$ cat config.mk
export PLATFORM = sky130hd
export DESIGN_NAME = alu_mul_seq
export DESIGN_NICKNAME = d
export VERILOG_FILES = /design/src/rtl/alu_ctrl_pkg.sv /design/src/rtl/alu_mul_seq.sv
export SDC_FILE = /design/constraint.sdc
export NUM_CORES = 1
export LEC_CHECK = 0
export CELL_PAD_IN_SITES_DETAIL_PLACEMENT = 1
export CELL_PAD_IN_SITES_GLOBAL_PLACEMENT = 2
export CORE_ASPECT_RATIO = 1.4
export CORE_UTILIZATION = 25
export DETAILED_ROUTE_END_ITERATION = 6
export PLACE_DENSITY_LB_ADDON = 0.1
export REMOVE_ABC_BUFFERS = 1
export SYNTH_ARGS = -nofsm -noshare
export SYNTH_HDL_FRONTEND = slang
export SYNTH_SLANG_ARGS = --single-unit
$ cat constraint.sdc
create_clock -name clk_i -period 7.65 [get_ports clk_i]
set_input_delay 1.53 -clock clk_i [delete_from_list [all_inputs] [get_ports clk_i]]
set_output_delay 1.53 -clock clk_i [all_outputs]
set_load 0.03 [all_outputs]
$ cat src/rtl/alu_ctrl_pkg.sv
// Shared ALU control encodings, sequencer state type and operand width
// for the EX-stage multiply sequencer.
package alu_ctrl_pkg;

    localparam logic [1:0] ALU_OP_AND = 2'b00;
    localparam logic [1:0] ALU_OP_OR  = 2'b01;
    localparam logic [1:0] ALU_OP_ADD = 2'b10;
    localparam logic [1:0] ALU_OP_SLT = 2'b11;

    localparam int MUL_WIDTH = 32;

    typedef enum logic [1:0] {
        ST_IDLE = 2'b00,
        ST_CALC = 2'b01,
        ST_DONE = 2'b10
    } mul_state_e;

endpackage

$ cat src/rtl/alu_mul_seq.sv
// Multi-cycle 32x32->64 shift-add multiplier that drives the shared ALU, one ADD per cycle.
// Optional radix-2 Booth signed mode is enabled by defining ALU_MUL_SEQ_SIGNED_EN.
//
// state | meaning
// IDLE  | ready for a request, ALU quiet
// CALC  | one add-and-shift iteration per cycle, 32 cycles
// DONE  | product presented until the consumer accepts it
module alu_mul_seq
    import alu_ctrl_pkg::*;
#(
    parameter int WIDTH = MUL_WIDTH,
    parameter int CNT_W = 5
) (
    input  logic             clk_i,
    input  logic             rst_i,
    input  logic             req_valid_i,
    output logic             req_ready_o,
    input  logic [WIDTH-1:0] src_a_i,
    input  logic [WIDTH-1:0] src_b_i,
`ifdef ALU_MUL_SEQ_SIGNED_EN
    input  logic             signed_i,
`endif
    output logic             resp_valid_o,
    input  logic             resp_ready_i,
    output logic [WIDTH-1:0] prod_hi_o,
    output logic [WIDTH-1:0] prod_lo_o,
    output logic [WIDTH-1:0] alu_src1_o,
    output logic [WIDTH-1:0] alu_src2_o,
    output logic             alu_inv_a_o,
    output logic             alu_inv_b_o,
    output logic [1:0]       alu_op_o,
    input  logic [WIDTH-1:0] alu_result_i,
    input  logic             alu_overflow_i
);

    mul_state_e       state_q, state_d;
    logic [WIDTH-1:0] m_q, m_d;
    logic [WIDTH-1:0] hi_q, hi_d;
    logic [WIDTH-1:0] lo_q, lo_d;
    logic [CNT_W-1:0] cnt_q, cnt_d;
    logic             last_iter;
    logic [WIDTH-1:0] step_src2;
    logic             step_inv_b;
    logic             c31;
    logic             cout;
    logic             top_bit;
`ifdef ALU_MUL_SEQ_SIGNED_EN
    logic             signed_q, signed_d;
    logic             lo_m1_q, lo_m1_d;
`endif

    assign last_iter = (cnt_q == CNT_W'(WIDTH - 1));

    always_ff @(posedge clk_i or posedge rst_i) begin
        if (rst_i) begin
            state_q <= ST_IDLE;
        end else begin
            state_q <= state_d;
        end
    end

    always_comb begin
        state_d = state_q;
        case (state_q)
            ST_IDLE: if (req_valid_i)  state_d = ST_CALC;
            ST_CALC: if (last_iter)    state_d = ST_DONE;
            ST_DONE: if (resp_ready_i) state_d = ST_IDLE;
            default:                   state_d = ST_IDLE;
        endcase
    end

    always_comb begin
        req_ready_o  = (state_q == ST_IDLE);
        resp_valid_o = (state_q == ST_DONE);
        prod_hi_o    = (state_q == ST_DONE) ? hi_q : '0;
        prod_lo_o    = (state_q == ST_DONE) ? lo_q : '0;
        alu_src1_o   = (state_q == ST_CALC) ? hi_q : '0;
        alu_src2_o   = (state_q == ST_CALC) ? step_src2 : '0;
        alu_inv_a_o  = 1'b0;
        alu_inv_b_o  = (state_q == ST_CALC) ? step_inv_b : 1'b0;
        alu_op_o     = ALU_OP_ADD;
    end

    // Booth pair 10 subtracts via ADD with inverted src2; invert_b is also the carry-in.
    always_comb begin
        step_src2  = lo_q[0] ? m_q : '0;
        step_inv_b = 1'b0;
`ifdef ALU_MUL_SEQ_SIGNED_EN
        if (signed_q) begin
            step_src2 = '0;
            case ({lo_q[0], lo_m1_q})
                2'b01:   step_src2 = m_q;
                2'b10: begin
                    step_src2  = m_q;
                    step_inv_b = 1'b1;
                end
                default: step_src2 = '0;
            endcase
        end
`endif
    end

    // Adder carry-out recovered from sum bit, operand MSBs and the overflow flag.
    assign c31  = alu_result_i[WIDTH-1] ^ alu_src1_o[WIDTH-1] ^ alu_src2_o[WIDTH-1];
    assign cout = c31 ^ alu_overflow_i;

`ifdef ALU_MUL_SEQ_SIGNED_EN
    assign top_bit = signed_q ? (alu_result_i[WIDTH-1] ^ alu_overflow_i) : cout;
`else
    assign top_bit = cout;
`endif

    always_comb begin
        m_d   = m_q;
        hi_d  = hi_q;
        lo_d  = lo_q;
        cnt_d = cnt_q;
`ifdef ALU_MUL_SEQ_SIGNED_EN
        signed_d = signed_q;
        lo_m1_d  = lo_m1_q;
`endif
        if (state_q == ST_IDLE && req_valid_i) begin
            m_d   = src_a_i;
            lo_d  = src_b_i;
            hi_d  = '0;
            cnt_d = '0;
`ifdef ALU_MUL_SEQ_SIGNED_EN
            signed_d = signed_i;
            lo_m1_d  = 1'b0;
`endif
        end else if (state_q == ST_CALC) begin
            hi_d  = {top_bit, alu_result_i[WIDTH-1:1]};
            lo_d  = {alu_result_i[0], lo_q[WIDTH-1:1]};
            cnt_d = cnt_q + CNT_W'(1);
`ifdef ALU_MUL_SEQ_SIGNED_EN
            lo_m1_d = lo_q[0];
`endif
        end
    end

    always_ff @(posedge clk_i or posedge rst_i) begin
        if (rst_i) begin
            m_q   <= '0;
            hi_q  <= '0;
            lo_q  <= '0;
            cnt_q <= '0;
`ifdef ALU_MUL_SEQ_SIGNED_EN
            signed_q <= 1'b0;
            lo_m1_q  <= 1'b0;
`endif
        end else begin
            m_q   <= m_d;
            hi_q  <= hi_d;
            lo_q  <= lo_d;
            cnt_q <= cnt_d;
`ifdef ALU_MUL_SEQ_SIGNED_EN
            signed_q <= signed_d;
            lo_m1_q  <= lo_m1_d;
`endif
        end
    end

endmodule

==> insert_results.sql <==
INSERT INTO impl_metrics (metric_group, metric, value, unit) VALUES
('layout', 'diodes', '0', ''),
('timing', 'max_freq', '0.2131', 'GHz'),
('layout', 'flow.area_growth_from_synthesis', '54.03', '%'),
('grt', 'gr_overflow_total', '0', ''),
('synthesis', 'syn-instance-count', '534', ''),
('floorplanning', 'die_w', '122.4', 'um'),
('layout', 'final_cell_area', '7819', 'um^2'),
('synthesis', 'synth_top_area_cells', 'dfrtp_1, and2_1, nand2_1', ''),
('min_path', 'hp-start', 'm_q[2]', ''),
('timing', 'max-slew-margin-rel', '0.2843', ''),
('placement', 'buffer_ports.inserted', '230', ''),
('synthesis', 'most_frequent_cell_after_synthesis', 'nand2_1', ''),
('timing', 'finalHoldWorstSlack', '486.1', 'ps'),
('power', 'fin_total_pwr', '2.983', 'mW'),
('timing', 'finalCritPeriodShare', '0.6134', ''),
('timing', 'worst-slew-pin-transition', '1074', 'ps'),
('synthesis', 'synth.avg_cell_area', '9.506', 'um^2'),
('drt', 'finalWirelength', '16300', 'um'),
('clock_tree', 'clock_sinks', '103', ''),
('floorplanning', 'placement_rows', '61', ''),
('power', 'vdd_drop_max', '188.0', 'uV'),
('power', 'total_leakage_power', '3.340', 'nW'),
('drt', 'wl_per_cell', '16.40', 'um'),
('synthesis', 'postSynth.asyncResetShare', '1.000', ''),
('critical_path', 'number_of_buffer_and_inverter_stages_on_the_critical_path', '2', ''),
('timing', 'timing.final.max_slew_violations', '0', ''),
('clock_tree', 'cts_made_buffers', '9', ''),
('grt', 'antenna_violations_before_repair', '0', ''),
('layout', 'area_of_combinational_cells_with_multiple_inputs', '2257', 'um^2'),
('outcome', 'run_status', 'completed', ''),
('layout', 'numnets_final', '840', ''),
('min_path', 'min_delay_worst_endpoint', 'm_q[2]', ''),
('layout', 'num-fill-cells', '2222', ''),
('clock_tree', 'cts_resized', '0', ''),
('clock_tree', 'htree_num_levels', '3', ''),
('floorplanning', 'chipHeight', '170.6', 'um'),
('synthesis', 'post-synth-top-area-cell', 'dfrtp_1', ''),
('synthesis', 'synthDistinctLibCells', '29', ''),
('critical_path', 'reg2regPathDepth', '4', ''),
('critical_path', 'path_class', 'flip-flop to output pin', ''),
('synthesis', 'seq_total_area_yosys', '0.5078', ''),
('layout', 'sequential_cell_area', '2577', 'um^2'),
('clock_tree', 'post-cts-setup-buffer-count', '0', ''),
('placement', 'dp_hpwl', '11050', 'um'),
('critical_path', 'required', '6120', 'ps'),
('critical_path', 'critical-path-slowest-cell', 'and2b_4', ''),
('synthesis', 'netlist_area', '5076', 'um^2'),
('min_path', 'hold-path-cell-count', '1', ''),
('power', 'power.density_cell_area', '381.5', 'nW/um^2'),
('critical_path', 'r2r-start', 'state_q[1]', ''),
('placement', 'post-place-cells', '978', ''),
('grt', 'globalRouteTotalUtil', '0.1584', ''),
('clock_tree', 'ctsHoldBuffers', '0', ''),
('placement', 'last_weighted_congestion_value_of_the_routability_driven_placer', '0.6610', ''),
('drt', 'remaining_drc_errors', '0', ''),
('synthesis', 'yosys_register_bits', '103', ''),
('run', 'drv.max_cap_violation_count', '0', ''),
('clock_tree', 'clk_latency', '360', 'ps'),
('synthesis', 'synth.top_cell.area_share', '0.5078', ''),
('grt', 'maximum_number_of_pins_on_one_net_before_global_route_repair', '100', ''),
('drt', 'via_count', '4478', ''),
('floorplanning', 'placeableCoreArea', '19840', 'um^2'),
('timing', 'finalHoldViolCount', '0', ''),
('floorplanning', 'ios', '235', ''),
('timing', 'setup-violations-final', '0', ''),
('synthesis', 'synth_edf_count', '0', ''),
('grt', 'grt_pass1_vias', '4866', ''),
('clock_tree', 'tritoncts', 'yes', ''),
('floorplanning', 'initial_utilization', '0.2558', ''),
('drt', 'drt_first_iter_violations', '179', ''),
('clock_tree', 'clock_transition_at_path_regs', '80', 'ps');
## layer usage
metal	global-route usage	part of all wire	up-vias
li1	-	-	2148
met1	0.1739	0.39	2201
met2	0.2899	0.53	118
met3	0.03900	0.064	11
met4	0.05726	0.014	0
met5	0	0	-
## area by class of cell
cell class | instances | share of cell area
flip-flops and latches | 103 | 0.3297
repair buffers | 236 | 0.3002
multi-input cells | 385 | 0.2887
well taps | 252 | 0.04033
clock buffers | 9 | 0.02880
clock inverters | 7 | 0.01104
inverters | 2 | 0.001280
## state kept, by name (all words and copies together), names as in the netlist
name	flops
hi_q	32
cnt_q	5
state_q	2
lo_q	32
m_q	32
## worst max-delay path by stage
stage           startpoint  slack [ps]             end  depth (start not counted)
5_1_grt         state_q[1]        2730  alu_src2_o[14]                          4
2_1_floorplan  req_valid_i       -1000        hi_q[31]                          3
3_3_place_gp    state_q[1]        3330  alu_src2_o[14]                          4
6_report        state_q[1]        2960  alu_src2_o[27]                          4
3_5_place_dp    state_q[1]        3270  alu_src2_o[27]                          4
4_1_cts         state_q[1]        2870  alu_src2_o[27]                          4
## stage by stage
stage | setup TNS (ps) | util
2_1_floorplan | -44160 | -
3_3_place_gp | 0 | 0.3783
3_5_place_dp | 0 | 0.3783
4_1_cts | 0 | 0.3940
5_1_grt | 0 | 0.3940
6_report | 0 | 0.3940
## kinds of logic (layout without fill, tap and decap cells)
| family | Yosys count | after routing | synth area share |
|---|---|---|---|
| mux | 32 | 32 | 0.07099 |
| compound gates | 72 | 72 | 0.08898 |
| fa+ha+maj | 2 | 2 | 0.004929 |
| other cells | 2 | 4 | 0.001479 |
| xor+xnor | 3 | 3 | 0.005177 |
| simple gates | 272 | 272 | 0.2692 |
| buf+inv | 48 | 254 | 0.05152 |
| flops | 103 | 103 | 0.5078 |
## layout by cell type (no fill, tap or decap), types with 2 or more instances in the layout
cell type	Yosys	layout
dfrtp_1	103	103
conb_1	2	4
and3_1	32	32
o21ai_1	6	6
buf_4	8	6
nand2_1	134	134
clkbuf_16	0	9
ha_1	2	2
a22oi_1	32	32
nor2_1	3	3
clkdlybuf4s50_1	0	230
inv_6	0	3
inv_8	0	2
o21ai_0	31	31
mux2_1	12	12
xnor2_1	2	2
and2_1	96	96
mux2_2	20	20
## power by group
| part | internal [mW] | leakage, nW | switching [mW] |
|---|---|---|---|
| clock | 0.262 | 0.151 | 0.227 |
| sequential | 0.802 | 1.23 | 0.186 |
| combinational | 0.653 | 1.96 | 0.852 |
| total | 1.72 | 3.34 | 1.26 |
No activity file was read; power rests on OpenSTA's default activity.
